`config.mk`:
```
export PLATFORM = sky130hd
export DESIGN_NAME = sdram_arbiter
export DESIGN_NICKNAME = d
export VERILOG_FILES = /design/src/rtl/sdram_arb_pkg.sv /design/src/rtl/sdram_arb_port.sv /design/src/rtl/sdram_arbiter.sv
export SDC_FILE = /design/constraint.sdc
export NUM_CORES = 1
export LEC_CHECK = 0
export CAP_MARGIN = 20
export CORE_ASPECT_RATIO = 0.75
export CORE_MARGIN = 8
export CORE_UTILIZATION = 44
export CTS_CLUSTER_DIAMETER = 50
export DETAILED_ROUTE_END_ITERATION = 16
export PLACE_DENSITY = 0.77
export SLEW_MARGIN = 20
export SYNTH_ARGS = -nofsm -noshare
export SYNTH_HDL_FRONTEND = slang
export SYNTH_HIERARCHICAL = 1
export SYNTH_SLANG_ARGS = --single-unit
```
`constraint.sdc`:
```
create_clock -name clk -period 1.8 [get_ports clk]
set_clock_uncertainty 0.05 [all_clocks]
set_input_delay 0.36 -clock clk [delete_from_list [all_inputs] [get_ports clk]]
set_output_delay 0.36 -clock clk [all_outputs]
set_load 0.1 [all_outputs]
```
`src/rtl/sdram_arb_pkg.sv`:
```
// Shared types for the SDRAM two-port arbiter: FSM encoding, port IDs and default widths.
package sdram_arb_pkg;

  localparam int ADDR_W_DEF = 27;
  localparam int DATA_W_DEF = 32;

  typedef enum logic [1:0] {
    IDLE  = 2'd0,
    ISSUE = 2'd1,
    WAIT  = 2'd2
  } arb_state_e;

  typedef enum logic {
    PORT_I = 1'b0,
    PORT_D = 1'b1
  } port_id_e;

endpackage

```
`src/rtl/sdram_arb_port.sv`:
```
// One requester port: a single pending slot plus the registered read-data/done outputs.
module sdram_arb_port
  import sdram_arb_pkg::*;
#(
  parameter int ADDR_W = ADDR_W_DEF,
  parameter int DATA_W = DATA_W_DEF
) (
  input  logic              clk,
  input  logic              reset,
  input  logic              start,
  input  logic [ADDR_W-1:0] addr,
  input  logic [DATA_W-1:0] data,
  input  logic              we,
  input  logic              busy,
  input  logic              grant,
  input  logic              complete,
  input  logic [DATA_W-1:0] q_in,
  output logic              ready,
  output logic              pend,
  output logic [ADDR_W-1:0] slot_addr,
  output logic [DATA_W-1:0] slot_data,
  output logic              slot_we,
  output logic [DATA_W-1:0] q,
  output logic              done
);

  logic              pend_q, pend_d;
  logic [ADDR_W-1:0] addr_q, addr_d;
  logic [DATA_W-1:0] data_q, data_d;
  logic              we_q, we_d;
  logic [DATA_W-1:0] rdata_q, rdata_d;
  logic              done_q, done_d;

  // Handshake: a request is taken when start && ready at a rising edge; a start
  // while ready is low is dropped and never produces a done.
  assign ready = !pend_q && !busy;

  always_comb begin
    pend_d  = pend_q;
    addr_d  = addr_q;
    data_d  = data_q;
    we_d    = we_q;
    rdata_d = rdata_q;
    done_d  = complete;
    if (grant) pend_d = 1'b0;
    if (start && ready) begin
      pend_d = 1'b1;
      addr_d = addr;
      data_d = data;
      we_d   = we;
    end
    if (complete) rdata_d = q_in;
  end

  always_ff @(posedge clk or negedge reset) begin
    if (!reset) begin
      pend_q  <= 1'b0;
      addr_q  <= '0;
      data_q  <= '0;
      we_q    <= 1'b0;
      rdata_q <= '0;
      done_q  <= 1'b0;
    end else begin
      pend_q  <= pend_d;
      addr_q  <= addr_d;
      data_q  <= data_d;
      we_q    <= we_d;
      rdata_q <= rdata_d;
      done_q  <= done_d;
    end
  end

  assign pend      = pend_q;
  assign slot_addr = addr_q;
  assign slot_data = data_q;
  assign slot_we   = we_q;
  assign q         = rdata_q;
  assign done      = done_q;

endmodule

```
`src/rtl/sdram_arbiter.sv`:
```
// Shares one SDRAM controller port between the I-side and D-side miss buses.
// D has fixed priority, bounded by MAX_D_RUN consecutive grants while I waits.
module sdram_arbiter
  import sdram_arb_pkg::*;
#(
  parameter int ADDR_W    = ADDR_W_DEF,
  parameter int DATA_W    = DATA_W_DEF,
  parameter int MAX_D_RUN = 4
) (
  input  logic              clk,
  input  logic              reset,
  input  logic [ADDR_W-1:0] bus_i_addr,
  input  logic [DATA_W-1:0] bus_i_data,
  input  logic              bus_i_we,
  input  logic              bus_i_start,
  output logic [DATA_W-1:0] bus_i_q,
  output logic              bus_i_done,
  output logic              bus_i_ready,
  input  logic [ADDR_W-1:0] bus_d_addr,
  input  logic [DATA_W-1:0] bus_d_data,
  input  logic              bus_d_we,
  input  logic              bus_d_start,
  output logic [DATA_W-1:0] bus_d_q,
  output logic              bus_d_done,
  output logic              bus_d_ready,
  output logic [ADDR_W-1:0] ctrl_addr,
  output logic [DATA_W-1:0] ctrl_data,
  output logic              ctrl_we,
  output logic              ctrl_start,
  input  logic [DATA_W-1:0] ctrl_q,
  input  logic              ctrl_done,
  input  logic              ctrl_ready,
  output logic [1:0]        dbg_state
);

  localparam logic [3:0] MAX_RUN = MAX_D_RUN[3:0];

  arb_state_e        state_q, state_d;
  port_id_e          owner_q, owner_d;
  logic [3:0]        d_run_q, d_run_d;
  logic [ADDR_W-1:0] ctrl_addr_q, ctrl_addr_d;
  logic [DATA_W-1:0] ctrl_data_q, ctrl_data_d;
  logic              ctrl_we_q, ctrl_we_d;
  logic              ctrl_start_q, ctrl_start_d;

  logic              pend_i, pend_d, we_i, we_d;
  logic [ADDR_W-1:0] addr_i, addr_d;
  logic [DATA_W-1:0] data_i, data_d;
  logic              grant_i, grant_d, cmpl_i, cmpl_d, busy_i, busy_d, d_wins;

  assign busy_i = (owner_q == PORT_I) && (state_q != IDLE);
  assign busy_d = (owner_q == PORT_D) && (state_q != IDLE);
  assign d_wins = pend_d && (!pend_i || (d_run_q < MAX_RUN));

  sdram_arb_port #(.ADDR_W(ADDR_W), .DATA_W(DATA_W)) u_port_i (
    .clk(clk), .reset(reset), .start(bus_i_start), .addr(bus_i_addr), .data(bus_i_data),
    .we(bus_i_we), .busy(busy_i), .grant(grant_i), .complete(cmpl_i), .q_in(ctrl_q),
    .ready(bus_i_ready), .pend(pend_i), .slot_addr(addr_i), .slot_data(data_i),
    .slot_we(we_i), .q(bus_i_q), .done(bus_i_done)
  );

  sdram_arb_port #(.ADDR_W(ADDR_W), .DATA_W(DATA_W)) u_port_d (
    .clk(clk), .reset(reset), .start(bus_d_start), .addr(bus_d_addr), .data(bus_d_data),
    .we(bus_d_we), .busy(busy_d), .grant(grant_d), .complete(cmpl_d), .q_in(ctrl_q),
    .ready(bus_d_ready), .pend(pend_d), .slot_addr(addr_d), .slot_data(data_d),
    .slot_we(we_d), .q(bus_d_q), .done(bus_d_done)
  );

  always_comb begin
    state_d      = state_q;
    owner_d      = owner_q;
    ctrl_addr_d  = ctrl_addr_q;
    ctrl_data_d  = ctrl_data_q;
    ctrl_we_d    = ctrl_we_q;
    ctrl_start_d = 1'b0;
    grant_i      = 1'b0;
    grant_d      = 1'b0;
    cmpl_i       = 1'b0;
    cmpl_d       = 1'b0;
    case (state_q)
      IDLE: begin
        if (ctrl_ready && (pend_i || pend_d)) begin
          if (d_wins) begin
            grant_d     = 1'b1;
            owner_d     = PORT_D;
            ctrl_addr_d = addr_d;
            ctrl_data_d = data_d;
            ctrl_we_d   = we_d;
          end else begin
            grant_i     = 1'b1;
            owner_d     = PORT_I;
            ctrl_addr_d = addr_i;
            ctrl_data_d = data_i;
            ctrl_we_d   = we_i;
          end
          ctrl_start_d = 1'b1;
          state_d      = ISSUE;
        end
      end
      ISSUE: state_d = WAIT;
      WAIT: begin
        if (ctrl_done) begin
          cmpl_i  = (owner_q == PORT_I);
          cmpl_d  = (owner_q == PORT_D);
          state_d = IDLE;
        end
      end
      default: state_d = IDLE;
    endcase
  end

  // Run length of D grants that jumped a waiting I request.
  always_comb begin
    d_run_d = d_run_q;
    if (grant_d && pend_i) begin
      if (d_run_q != MAX_RUN) d_run_d = d_run_q + 4'd1;
    end else if (grant_i || !pend_i) begin
      d_run_d = 4'd0;
    end
  end

  always_ff @(posedge clk or negedge reset) begin
    if (!reset) begin
      state_q      <= IDLE;
      owner_q      <= PORT_I;
      d_run_q      <= 4'd0;
      ctrl_addr_q  <= '0;
      ctrl_data_q  <= '0;
      ctrl_we_q    <= 1'b0;
      ctrl_start_q <= 1'b0;
    end else begin
      state_q      <= state_d;
      owner_q      <= owner_d;
      d_run_q      <= d_run_d;
      ctrl_addr_q  <= ctrl_addr_d;
      ctrl_data_q  <= ctrl_data_d;
      ctrl_we_q    <= ctrl_we_d;
      ctrl_start_q <= ctrl_start_d;
    end
  end

  assign ctrl_addr  = ctrl_addr_q;
  assign ctrl_data  = ctrl_data_q;
  assign ctrl_we    = ctrl_we_q;
  assign ctrl_start = ctrl_start_q;
  assign dbg_state  = state_q;

endmodule

```
After elaboration in Yosys (flattened, before gate mapping)
Index checks and enable logic that the tools add are counted.
{ "word_totals": {"reg_bits": 256, "latchBits": 0, "mem_bits_rw": 0, "romBits": 0, "in_bits": 158, "out_inout_bits": 131, "wordCells": 77, "n_memories": 0} }
{ "classes": {"n_addsub": 1, "multipliers": 0, "n_div": 0, "magnitude_cmp": 1, "n_eq_ne": 6, "shifts": 0, "n_mux": 25, "n_bitwise": 1, "reduce_logical": 24} }
{ "op_table": {"columns": ["operator", "n"], "rows": [
  ["$mux W32", 1],
  ["$mux W27", 1],
  ["$mux W1", 17],
  ["$mux W4", 3],
  ["$logic_and A1 B1 Y1", 9],
  ["$reduce_bool A2 Y1", 4],
  ["$pmux W2 S3", 1],
  ["$reduce_and A2 Y1", 3],
  ["$add A4 B1 Y4 const B", 1],
  ["$logic_not A1 Y1", 4],
  ["$lt A4 B3 Y1 const B", 1],
  ["$mux W2", 2],
  ["$ne A2 B2 Y1 const B", 2],
  ["$ne A4 B3 Y1 const B", 1],
  ["$logic_or A1 B1 Y1", 3],
  ["$eq A2 B1 Y1 const B", 1],
  ["$eq A2 B2 Y1 const B", 1],
  ["$logic_not A2 Y1", 1],
  ["$ne A2 B1 Y1 const B", 1],
  ["$not A1 Y1", 1]
]} }

Longest topological paths before layout
{ "depth": {"ltp_word": 9, "depth_mapped": 7} }

By module
The synthesis kept the hierarchy.
{ "modules_own_cells": {"columns": ["mod", "n_inst", "cells_per_inst", "area_per_inst_um2", "seq_area_each_um2"], "rows": [
  ["sdram_arb_port", 2, 200, 3508.4, 2352.3],
  ["sdram_arbiter", 1, 331, 3728.6, 1701.6]
]} }

Least setup slack after synthesis
OpenSTA, ideal clock, no wires.
{ "synth_timing": {"path_kind": "register to output", "from": "reg state_q[0] (netlist: dbg_state[0])", "to": "out bus_d_ready", "arrival_time_ps": 2402, "slack_ps": -1012, "stages_incl_launch_ff": 4, "path_buffers": 0, "path_cell_list": "dfrtp_1 -> nor2_1 -> nor2b_1 -> nor2_1"} }
{ "synth_between": {"elab_chain_len": 4} }
{ "synth_rtl": {"columns": ["item", "line", "rtl"], "rows": [
  ["from (decl)", "sdram_arbiter.sv:38", "arb_state_e state_q, state_d;"],
  ["from (signal assigned)", "sdram_arbiter.sv:132", "state_q <= state_d;"],
  ["$reduce_bool A2 Y1", "sdram_arbiter.sv:52", "assign busy_d = (owner_q == PORT_D) && (state_q != IDLE);"],
  ["$logic_and A1 B1 Y1", "sdram_arbiter.sv:52", null],
  ["via busy_d", "sdram_arbiter.sv:49", "logic grant_i, grant_d, cmpl_i, cmpl_d, busy_i, busy_d, d_wins;"],
  ["$logic_not A1 Y1", "sdram_arb_port.sv:36", "assign ready = !pend_q && !busy;"],
  ["$logic_and A1 B1 Y1", "sdram_arb_port.sv:36", null],
  ["to (decl)", "sdram_arbiter.sv:25", "output logic bus_d_ready,"]
]} }
The timed path passes the listed nets, and every way through them passes these cells.

Worst setup path after layout
Same ends and word-level chain as after synthesis.

==> key figures <==
Outcome
  – Outcome: finished, violations left
  – Failing checks: negative setup slack

Yosys
  – Yosys warnings: 6
  – Gate Count Post-Synth: around 730
  – Combined area of all synthesized cells: approximately 11000 µm²
  – Share of the yosys chip area belonging to registers: about three fifths
  – Count of state elements after synthesis: around 260
  – Post-synthesis net count: about 890
  – Avg Synthesized Cell Area: ~15 µm²
  – Synth unique cells: 31

Clocking
  – Clk Latency, worst-skew pair: 530 ps
  – Clock-pin slew reported for the worst setup and hold paths after clock tree synthesis: around 60 ps
  – Clock tree from TritonCTS: done
  – Maximum buffer depth of the clock tree: 3
  – Clock sinks: approximately 260
  – Maximum level of the CTS H-tree: 1
  – Number of buffers created by CTS: 28
  – Clock root buffer: sky130_fd_sc_hd__clkbuf_16

Worst setup path
  – Critical register-to-register path endpoint: u_port_i/slot_data[7]
  – Setup CP Type: flop to output port
  – Internal reg-to-reg setup slack: -240 ps
  – Number of gates on the worst path with buffers counted: 5
  – Worst path buffer plus inverter count: 2
  – Largest delay contributor family on the critical path: flip-flops
  – Cell depth of the worst flop-to-flop path: 9
  – Worst setup path end: bus_d_ready
  – Critical Path, Cell by Cell: nor2_4, nor2b_2, buf_4, nor2_4, buf_12
  – Critical Path Max Stage Delay: about 490 ps
  – WP data required: 1390 ps
  – Cell at the slowest stage of the critical path: sky130_fd_sc_hd__dfrtp_4
  – Critical path startpoint: dbg_state[0]
  – Crit-path most repeated cell: sky130_fd_sc_hd__nor2_4
  – Category of the worst setup path capture point: output port
  – Worst-path fanout max: 2
  – Data arrival time of the critical path: about 1700 ps
  – Worst Setup Start Kind: flop
  – Reg2Reg Launch Point: dbg_state[0]

Finish
  – Final core utilization: 71.99%
  – Ratio of cells with drive above 1 in the final layout: about 41%
  – Most common cell after layout, fill and taps aside: sky130_fd_sc_hd__dfrtp_1
  – Net count of the finished layout: between 1000 and 1500
  – Area taken by multi-input logic gates: approximately 4100 µm²
  – Area growth syn-to-layout: 60.61%
  – Sequential standard cell area: 6417 µm²
  – Top library cells by usage in the layout, fill and taps aside: sky130_fd_sc_hd__dfrtp_1 (253), sky130_fd_sc_hd__clkdlybuf4s50_1 (156), sky130_fd_sc_hd__buf_12 (155)
  – Layout filler cell count: roughly 1500

Die
  – Placeable Area: between 20000 and 25000 µm²
  – Die X-Extent: slightly below 200 µm
  – FP Rows: just under 50
  – Overall die area: 29730 µm²
  – Die span in y: between 150 and 200 µm
  – Number of I/O pins: a little under 300
  – Starting density of the core: between 40% and 50%

Routing
  – Total iterations of the first detailed-routing run: 4
  – Vias after detailed routing: ~7600
  – Via-per-instance ratio: approximately 5.4
  – WL/cell: 23.43 µm
  – ANT nets after route: 0
  – Remaining design rule violation count: 0
  – Number of violations reported at the end of detailed-routing iteration 0: ~440
  – Overall routed net length: 32960 µm

Place
  – Number of buffers added on ports: about 290
  – Detail Placement HPWL: between 20000 and 25000 µm
  – Routability-driven placement congestion ratio: 0.7909

STA
  – Time the worst path needs with I/O delays and setup: 2068 ps
  – Worst relative slew slack: 71.44%
  – Period Utilization, post-route: 114.9%
  – Sum of negative setup slack: -22840 ps
  – Count of final hold-check violations: 0
  – Transition at the pin with the smallest max-transition slack: 428.5 ps
  – RSZ-0062 raised after global routing: yes
  – Final critical-path setup slack: -268.3 ps
  – Final count of negative-setup-slack endpoints: 162
  – Slew Viols, Final: 0
  – Maximum operating frequency: 0.4835 GHz
  – Min Hold Slack: about 260 ps

Global route
  – Number of antenna violations at the first check in global routing: 1
  – First-pass GRT wire length: roughly 50000 µm
  – Number of global-route vias before repair: ~8600
  – Congestion Overflow GR: 0
  – Overall track demand over capacity in global routing: around 21%
  – Maximum number of pins on one net before global-route repair: 69

Hold path
  – Path type of the worst min-delay path: primary input to asynchronous set/reset pin

Flow run
  – Number of max-cap violations: 0
==> cell type report <==
cell class | count | area share, %
clock buffers | 41 | 4.756
inverters | 7 | 0.1523
diodes | 2 | 0.02900
well taps | 331 | 2.400
flip-flops and latches | 256 | 37.19
clock inverters | 11 | 0.7250
multi-input cells | 402 | 24.02
repair buffers | 357 | 30.73
==> worst reg2reg max path, cell delays in order, from the launching register on <==
cell and delay (ps):
sky130_fd_sc_hd__dfrtp_4 490, sky130_fd_sc_hd__nor2_4 130, sky130_fd_sc_hd__buf_4 120, sky130_fd_sc_hd__nor2_2 50
sky130_fd_sc_hd__nor3b_4 230, sky130_fd_sc_hd__buf_6 150, sky130_fd_sc_hd__buf_6 130, sky130_fd_sc_hd__buf_12 120
sky130_fd_sc_hd__buf_16 110, sky130_fd_sc_hd__mux2_2 330
==> stage by stage <==
| step | worst slack (ps) | instance area [µm²] | instances |
|---|---|---|---|
| after floorplan | -147.3 | 10800 | 731 |
| after global placement | -360.3 | 15560 | 1326 |
| after detailed placement | -429.6 | 15560 | 1326 |
| after CTS | -267.8 | 17120 | 1404 |
| after global routing | -302.4 | 17250 | 1405 |
| final | -268.3 | 17260 | 1407 |
==> cell families after synthesis <==
kind of cell,share of synthesized area (%)
AOI/OAI and AO/OA,15.41
DFF,59.62
muxes,19.38
buffers and inverters,4.064
and+or+nand+nor,1.304
adders and majority gates,0.2328
==> cells in the mapped netlist <==
| master | n | area [µm²] |
|---|---|---|
| sky130_fd_sc_hd__nor2b_1 | 2 | 12.51 |
| sky130_fd_sc_hd__nand2b_1 | 1 | 6.260 |
| sky130_fd_sc_hd__and3_1 | 1 | 6.260 |
| sky130_fd_sc_hd__o21ai_1 | 2 | 10.01 |
| sky130_fd_sc_hd__mux2i_1 | 1 | 10.01 |
| sky130_fd_sc_hd__mux2_1 | 14 | 157.7 |
| sky130_fd_sc_hd__inv_1 | 6 | 22.52 |
| sky130_fd_sc_hd__dfrtp_1 | 256 | 6406 |
| sky130_fd_sc_hd__o41ai_1 | 1 | 8.760 |
| sky130_fd_sc_hd__o22a_1 | 60 | 525.5 |
| sky130_fd_sc_hd__nand4_1 | 1 | 6.260 |
| sky130_fd_sc_hd__or3b_1 | 1 | 8.760 |
| sky130_fd_sc_hd__a21o_1 | 2 | 15.01 |
| sky130_fd_sc_hd__nor2_1 | 6 | 22.52 |
| sky130_fd_sc_hd__buf_6 | 19 | 214.0 |
| sky130_fd_sc_hd__o21ai_0 | 2 | 10.01 |
| sky130_fd_sc_hd__o211ai_1 | 1 | 7.510 |
| sky130_fd_sc_hd__a311o_1 | 60 | 600.6 |
| sky130_fd_sc_hd__mux2_2 | 170 | 1914 |
| sky130_fd_sc_hd__nand3_1 | 1 | 5.000 |
| sky130_fd_sc_hd__nor3b_4 | 2 | 37.54 |
| sky130_fd_sc_hd__clkinv_1 | 1 | 3.750 |
| sky130_fd_sc_hd__a211oi_1 | 1 | 7.510 |
| sky130_fd_sc_hd__a21boi_0 | 60 | 450.4 |
| sky130_fd_sc_hd__nor3_1 | 1 | 5.000 |
| sky130_fd_sc_hd__buf_2 | 16 | 80.08 |
| sky130_fd_sc_hd__ha_1 | 2 | 25.02 |
| sky130_fd_sc_hd__clkbuf_1 | 31 | 116.4 |
| sky130_fd_sc_hd__nand2_1 | 4 | 15.01 |
| sky130_fd_sc_hd__nor3b_1 | 2 | 15.01 |
| sky130_fd_sc_hd__a21oi_1 | 4 | 20.02 |
==> worst min-delay path by stage <==
stage | depth (start not counted) | slack, ps | endpoint | start
4_1_cts | 2 | 240 | u_port_i/done | reset
2_1_floorplan | 0 | 10 | ctrl_addr[0] | reset
3_3_place_gp | 1 | 200 | u_port_i/q[8] | reset
5_1_grt | 2 | 270 | u_port_i/q[14] | reset
3_5_place_dp | 1 | 200 | u_port_i/q[8] | reset
6_report | 2 | 260 | u_port_i/q[8] | reset
==> flip-flops by register name, summed over array words and instances, names as in the netlist <==
signal,count
ctrl_data,32
d_run_q,4
ctrl_start,1
ctrl_addr,27
u_port_i/slot_data,32
ctrl_we,1
u_port_i/q,32
u_port_d/done,1
u_port_d/q,32
u_port_i/pend,1
u_port_d/slot_we,1
u_port_i/slot_addr,27
owner_q,1
u_port_i/slot_we,1
u_port_d/slot_addr,27
dbg_state,2
u_port_d/slot_data,32
u_port_i/done,1
u_port_d/pend,1
==> metal layers <==
| metal | part of all wire, % | GRT usage [%] | vias to the layer above | wire [µm] |
|---|---|---|---|---|
| met5 | 0.039 | 0 | - | 13 |
| met1 | 42 | 27.35 | 3930 | 13880 |
| li1 | - | - | 3414 | - |
| met2 | 48 | 35.46 | 225 | 15820 |
| met3 | 6.5 | 5.684 | 66 | 2139 |
| met4 | 3.4 | 6.994 | 2 | 1106 |
==> timing repair <==
action                                 4_1_cts  5_1_grt
pin swaps                                    3        3
gates resized for setup                     53       30
hold buffers                                 1        0
cloned                                      10        3
setup buffers                               15        1
setup endpoints to repair                  129      215
endpoints found under the hold margin       78        0
Power is left out: the tool's default activity adds up to more than one toggle a clock period on the data nets, which glitch-free logic cannot reach.
